==> config.mk <==
export PLATFORM = sky130hd
export DESIGN_NAME = backend_stream_out
export DESIGN_NICKNAME = d
export VERILOG_FILES = /design/src/rtl/backend_stream_out_pkg.sv /design/src/rtl/backend_stream_out_axis_skid_buf.sv /design/src/rtl/backend_stream_out.sv
export SDC_FILE = /design/constraint.sdc
export NUM_CORES = 1
export LEC_CHECK = 0
export ABC_AREA = 1
export CAP_MARGIN = 20
export CORE_UTILIZATION = 54
export CTS_BUF_LIST = sky130_fd_sc_hd__clkbuf_8
export CTS_CLUSTER_DIAMETER = 80
export DETAILED_ROUTE_END_ITERATION = 16
export GPL_ROUTABILITY_DRIVEN = 0
export PLACE_DENSITY = 0.83
export SYNTH_ARGS = -nofsm -noshare
export SYNTH_HDL_FRONTEND = slang
export SYNTH_HIERARCHICAL = 1
export SYNTH_SLANG_ARGS = --single-unit
==> constraint.sdc <==
create_clock -name aclk -period 10.1 [get_ports aclk]
set_input_delay 2.02 -clock aclk [delete_from_list [all_inputs] [get_ports aclk]]
set_output_delay 2.02 -clock aclk [all_outputs]
set_load 0.03 [all_outputs]
==> src/rtl/backend_stream_out_pkg.sv <==
// Shared definitions for the stream-out backend.
// Widths, output FSM states and the buffered beat bundle.
package backend_stream_out_pkg;

    localparam int DATA_W    = 256;
    localparam int ADDR_W    = 6;
    localparam int LEN_W     = 16;
    localparam int KEEP_W    = DATA_W / 8;
    localparam int KEEP_SH   = $clog2(KEEP_W);
    localparam int MAX_BYTES = (2 ** ADDR_W) * KEEP_W;

    typedef enum logic [1:0] {
        S_IDLE,
        S_READ,
        S_DRAIN,
        S_DONE
    } out_state_e;

    typedef struct packed {
        logic [DATA_W-1:0] data;
        logic [KEEP_W-1:0] keep;
        logic              last;
    } beat_t;

    function automatic logic [LEN_W-1:0] sat_len(
        input logic [LEN_W-1:0] len
    );
        if (len > LEN_W'(MAX_BYTES)) begin
            return LEN_W'(MAX_BYTES);
        end
        return len;
    endfunction

    // A zero remainder means the last beat is full.
    function automatic logic [KEEP_W-1:0] last_keep(
        input logic [KEEP_SH-1:0] r
    );
        logic [KEEP_W-1:0] m;
        for (int i = 0; i < KEEP_W; i++) begin
            m[i] = (r == '0) || (i < int'(r));
        end
        return m;
    endfunction

endpackage

==> src/rtl/backend_stream_out_axis_skid_buf.sv <==
// Small register FIFO holding {tdata, tkeep, tlast} beats.
// Head entry is stable until popped; occupancy feeds read credit.
module backend_stream_out_axis_skid_buf
    import backend_stream_out_pkg::*;
#(
    parameter int DEPTH = 2,
    localparam int PW    = (DEPTH > 1) ? $clog2(DEPTH) : 1,
    localparam int OCC_W = $clog2(DEPTH + 1)
) (
    input  logic             aclk,
    input  logic             areset,
    input  logic             push,
    input  beat_t            din,
    input  logic             pop,
    output beat_t            dout,
    output logic             valid,
    output logic [OCC_W-1:0] occupancy
);

    beat_t           mem [DEPTH];
    logic [PW-1:0]   wr_ptr;
    logic [PW-1:0]   rd_ptr;
    logic [OCC_W-1:0] occ;

    function automatic logic [PW-1:0] nxt(input logic [PW-1:0] p);
        return (p == PW'(DEPTH - 1)) ? '0 : p + 1'b1;
    endfunction

    // Storage, pointers and occupancy; caller never pushes when full.
    always_ff @(posedge aclk) begin
        if (areset) begin
            for (int i = 0; i < DEPTH; i++) begin
                mem[i] <= '0;
            end
            wr_ptr <= '0;
            rd_ptr <= '0;
            occ    <= '0;
        end else begin
            if (push) begin
                mem[wr_ptr] <= din;
                wr_ptr      <= nxt(wr_ptr);
            end
            if (pop) begin
                rd_ptr <= nxt(rd_ptr);
            end
            occ <= occ + OCC_W'(push) - OCC_W'(pop);
        end
    end

    assign dout      = mem[rd_ptr];
    assign valid     = (occ != '0);
    assign occupancy = occ;

endmodule

==> src/rtl/backend_stream_out.sv <==
// Reads a finished frame from the output BRAM and streams it out
// as 256-bit AXI-Stream beats, pulsing done after the tlast beat.
module backend_stream_out
    import backend_stream_out_pkg::*;
#(
    parameter int BUF_DEPTH = 2
) (
    input  logic              aclk,
    input  logic              areset,
    input  logic              start,
    input  logic [LEN_W-1:0]  length,
    output logic              busy,
    output logic              done,
    output logic              bram_enb,
    output logic [ADDR_W-1:0] bram_addrb,
    input  logic [DATA_W-1:0] bram_doutb,
    output logic [DATA_W-1:0] m_axis_tdata,
    output logic [KEEP_W-1:0] m_axis_tkeep,
    output logic              m_axis_tvalid,
    output logic              m_axis_tlast,
    input  logic              m_axis_tready
);

    localparam int OCC_W = $clog2(BUF_DEPTH + 1);
    localparam int CW    = OCC_W + 1;

    out_state_e        state_q;
    out_state_e        state_d;
    logic [LEN_W-1:0]  len_sat;
    logic [LEN_W-1:0]  nbeats_d;
    logic [KEEP_W-1:0] keep_d;
    logic [LEN_W-1:0]  nbeats_q;
    logic [KEEP_W-1:0] keep_last_q;
    logic [LEN_W-1:0]  iss_cnt;
    logic              iss_last;
    logic              rd_en;
    logic              rd_valid_q;
    logic              rd_last_q;
    logic              pop;
    logic              credit_ok;
    logic [OCC_W-1:0]  occ;
    logic [CW-1:0]     used;
    beat_t             push_beat;
    beat_t             head;
    logic              head_valid;

    assign len_sat  = sat_len(length);
    assign nbeats_d = (len_sat + LEN_W'(KEEP_W - 1)) >> KEEP_SH;
    assign keep_d   = last_keep(len_sat[KEEP_SH-1:0]);

    // Read data lands one cycle after issue, so the only read in
    // flight at decision time is last cycle's; pop frees a slot now.
    assign pop       = head_valid && m_axis_tready;
    assign used      = CW'(occ) + CW'(rd_valid_q);
    assign credit_ok = used < (CW'(BUF_DEPTH) + CW'(pop));
    assign iss_last  = (iss_cnt == nbeats_q - 1'b1);
    assign rd_en     = (state_q == S_READ) && credit_ok;

    // State register.
    always_ff @(posedge aclk) begin
        if (areset) begin
            state_q <= S_IDLE;
        end else begin
            state_q <= state_d;
        end
    end

    // Next-state logic.
    always_comb begin
        state_d = state_q;
        case (state_q)
            S_IDLE: begin
                if (start) begin
                    state_d = (len_sat == '0) ? S_DONE : S_READ;
                end
            end
            S_READ: begin
                if (rd_en && iss_last) begin
                    state_d = S_DRAIN;
                end
            end
            S_DRAIN: begin
                if (pop && head.last) begin
                    state_d = S_DONE;
                end
            end
            S_DONE: begin
                state_d = S_IDLE;
            end
            default: begin
                state_d = S_IDLE;
            end
        endcase
    end

    // Frame setup, issue counter and read-return tracking.
    always_ff @(posedge aclk) begin
        if (areset) begin
            nbeats_q    <= '0;
            keep_last_q <= '0;
            iss_cnt     <= '0;
            rd_valid_q  <= 1'b0;
            rd_last_q   <= 1'b0;
        end else begin
            rd_valid_q <= rd_en;
            rd_last_q  <= rd_en && iss_last;
            if (state_q == S_IDLE && start) begin
                nbeats_q    <= nbeats_d;
                keep_last_q <= keep_d;
                iss_cnt     <= '0;
            end else if (rd_en) begin
                iss_cnt <= iss_cnt + 1'b1;
            end
        end
    end

    assign push_beat.data = bram_doutb;
    assign push_beat.keep = rd_last_q ? keep_last_q : '1;
    assign push_beat.last = rd_last_q;

    backend_stream_out_axis_skid_buf #(
        .DEPTH (BUF_DEPTH)
    ) u_buf (
        .aclk      (aclk),
        .areset    (areset),
        .push      (rd_valid_q),
        .din       (push_beat),
        .pop       (pop),
        .dout      (head),
        .valid     (head_valid),
        .occupancy (occ)
    );

    assign bram_enb      = rd_en;
    assign bram_addrb    = iss_cnt[ADDR_W-1:0];
    assign busy          = (state_q != S_IDLE);
    assign done          = (state_q == S_DONE);
    assign m_axis_tdata  = head.data;
    assign m_axis_tkeep  = head.keep;
    assign m_axis_tlast  = head.last;
    assign m_axis_tvalid = head_valid;

endmodule

==> flow_metrics.env <==
export IMPL_cts_buffer_depth=3
export IMPL_syn_avg_cell_area_sq_um=11.79
export IMPL_fin_util=0.7059
export IMPL_die_area_sq_mm=0.05367
export IMPL_drive_above_1_share=0.1483
export IMPL_rows=83
export IMPL_insertion_delay_ns=0.70
export IMPL_overflow=0
export IMPL_drt_iter0_drc=1784
export IMPL_setup_slack_ns=4.297
export IMPL_cts_sinks=646
export IMPL_fill_cells=3391
export IMPL_vias=19770
export IMPL_viasPerCell=5.230
export IMPL_p_int_w=0.005376
export IMPL_syn_to_final_growth_pct=28.16
export IMPL_worstPathRequired_ns=8.08
export IMPL_numCtsBuffers=104
export IMPL_hold_viol=0
export IMPL_arrival_ns=3.78
export IMPL_grt_pass1_vias=20080
export IMPL_p_per_area_mw_per_mm2=218.7
export IMPL_min_to="keep_last_q[0]$_SDFFE_PP0P_"
export IMPL_synthArstFlopShare=0
export IMPL_holdPathStages=2
export IMPL_cts_resized=0
export IMPL_synth_edf_count=578
export IMPL_coreArea_sq_mm=0.05172
export IMPL_grt_max_degree=216
export IMPL_cts_hold_buf=0
export IMPL_syn_inst=2417
export IMPL_fin_worst_skew_ns=0.03869
export IMPL_nNetsFinal=3283
export IMPL_hpwl_um=48150
export IMPL_grt_pass1_wl_um=108700
export IMPL_path_class="flip-flop to output pin"
export IMPL_cp_end_kind="output pin"
export IMPL_synthFlopType="edfxtp_1"
export IMPL_cts_tree="yes"
export IMPL_timing_final_crit_share=0.5746
export IMPL_wl_per_cell_um=19.41
export IMPL_p_leak_nw=15.44
export IMPL_synth_top_area_share=0.6093
export IMPL_ys_ff_latch=646
export IMPL_min_delay_start="keep_last_q[0]$_SDFFE_PP0P_"
export IMPL_io_pin_count=575
export IMPL_rr_worst_depth=8
export IMPL_min_period_ns=5.803
export IMPL_relSlewSlack=0.1567
export IMPL_synth_common_cells="nor2_1 (639), edfxtp_1 (578), inv_1 (382)"
export IMPL_fp_dieH_um=231.7
export IMPL_setup_viol=0
export IMPL_cts_root_buf="clkbuf_8"
export IMPL_reg2reg_from="state_q[0]$_SDFFE_PP0P_"
export IMPL_rrSetupSlack_ns=6.78
export IMPL_finalSetupTns_ns=0
export IMPL_initial_core_util=0.5508
export IMPL_cp_max_fo=76
export IMPL_hp_class="flip-flop to flip-flop"
export IMPL_grt_antenna_before_repair=16
export IMPL_synth_seq_area_share=0.6571
export IMPL_critPathLaunchType="flip-flop"
export IMPL_routed_wl_um=73380
export IMPL_synth_nets=2704
export IMPL_drc=0
export IMPL_max_cap_viol_count=0
export IMPL_synth_top_area_cell="edfxtp_1"
export IMPL_post_cts_setup_buffers=0
export IMPL_rsz0062_at_grt="false"
export IMPL_worst_ir_drop_vdd_v=0.0001445
export IMPL_clkTransAtPathRegs_ns=0.06
export IMPL_power_share_combinational=0.316
export IMPL_p_sw_frac=0.3267
export IMPL_synth_area_top_cells="edfxtp_1 (61%), mux2_2 (11%), nor2_1 (8.4%)"
export IMPL_drtAntennaViolNets=0
export IMPL_yosys_warnings=6
export IMPL_power_switching_w=0.002608
export IMPL_p_seq_frac=0.417
export IMPL_die_w_um=231.7
export IMPL_cts_htree_levels=3
export IMPL_maxSlewViolCount=0
export IMPL_grt_total_usage=0.2645
export IMPL_max_freq_mhz=172.3
export IMPL_drt_pass1_iterations=5
export IMPL_syn_cell_area_sq_mm=0.02848
export IMPL_pwr_share_clk=0.267
export IMPL_worst_slew_pin_slew_ns=1.265
export IMPL_pre_cts_slack_ns=4.363
export IMPL_r2r_end="keep_last_q[5]$_SDFFE_PP0P_"
export IMPL_synth_cell_type_count=46
export IMPL_port_buffers=574
export IMPL_yosysMostFrequentCell="nor2_1"
export IMPL_status="complete, no violations"
## layer usage
layer / vias to the layer above / routed length (um) / track usage
met5: - / 15 / 0
met3: 217 / 5476 / 0.05819
met2: 903 / 37370 / 0.4586
li1: 9103 / - / -
met1: 9543 / 26940 / 0.3044
met4: 2 / 3587 / 0.1441
## sequential cells by signal, summed over array words and instances (netlist names), named ones only
signal           flops
nbeats_q            11
state_q              2
keep_last_q         32
iss_cnt             16
u_buf/wr_ptr         1
u_buf/occupancy      2
u_buf/rd_ptr         1
u_buf/mem          578
rd_last_q            1
rd_valid_q           1
## cell usage in the layout, fill, tap and decap left out, types with 11 or more instances in the layout
| master | count |
|---|---|
| clkinv_1 | 21 |
| nor2_2 | 12 |
| a21oi_1 | 18 |
| clkdlybuf4s50_1 | 574 |
| mux2_1 | 23 |
| nor2_1 | 639 |
| inv_1 | 424 |
| edfxtp_1 | 578 |
| diode_2 | 18 |
| nand3_1 | 31 |
| dfxtp_1 | 67 |
| o21ai_0 | 28 |
| ha_1 | 11 |
| o21ai_1 | 12 |
| mux2_2 | 266 |
| nand2_1 | 142 |
| clkbuf_8 | 117 |
| nand4_1 | 12 |
## area by class of cell
class,count,area (sq um),area share
clock buffer,117,1610,0.04411
antenna,18,45.04,0.001234
timing repair buffer,589,5912,0.1619
multi-input combinational,1262,7512,0.2058
tap,680,850.8,0.02331
sequential,646,18720,0.5128
clock inverter,75,374.1,0.01025
inverter,393,1480,0.04055
## worst max path at each step
stage	slack [ns]	cells after the start	end
after floorplan	0.69	6	u_buf/mem[1][0]$_SDFFCE_PN0P_
after global placement	4.40	5	u_buf/mem[1][4]$_SDFFCE_PN0P_
after detailed placement	4.36	5	u_buf/mem[1][34]$_SDFFCE_PN0P_
after CTS	4.22	3	m_axis_tdata[162]
after global routing	4.12	3	m_axis_tdata[162]
final	4.30	3	m_axis_tdata[166]
## cell families (layout without fill, tap and decap cells)
| logic type | Yosys count | count (layout) | synth area share |
|---|---|---|---|
| AO/OA/AOI/OAI | 82 | 82 | 0.01739 |
| XOR/XNOR | 13 | 13 | 0.003997 |
| adder cells (fa/ha/maj) | 11 | 11 | 0.004832 |
| buffers and inverters | 509 | 1174 | 0.08038 |
| flip-flops | 646 | 646 | 0.6571 |
| multiplexers | 289 | 289 | 0.1142 |
| other | 0 | 18 | 0 |
| AND/OR/NAND/NOR | 867 | 867 | 0.1220 |
## critical path, stage by stage, from the launching register on
cell and delay, ns:
dfxtp_4 0.95, buf_4 0.89, mux2_2 0.42, clkdlybuf4s50_1 0.66
## power by group through the flow
stage | sequential (W) | clock (W) | combinational, W
after floorplan | 0.00337 | 0 | 0.00160
final | 0.00333 | 0.00213 | 0.00253
after global routing | 0.00335 | 0.00227 | 0.00264
after global placement | 0.00336 | 0 | 0.00249
after detailed placement | 0.00338 | 0 | 0.00251
after CTS | 0.00333 | 0.00217 | 0.00253
## per-stage QoR
| step | std cells | area, sq um | hold WS, ns | power [W] |
|---|---|---|---|---|
| floorplan | 2417 | 28480 | 0.4329 | 0.004970 |
| global placement | 3569 | 34470 | 0.4476 | 0.005849 |
| detailed placement | 3569 | 34470 | 0.4504 | 0.005889 |
| CTS | 3761 | 36450 | 0.4607 | 0.008023 |
| global route | 3777 | 36500 | 0.4688 | 0.008266 |
| finish | 3780 | 36510 | 0.4622 | 0.007984 |
Power figures use the tool's default switching activity.
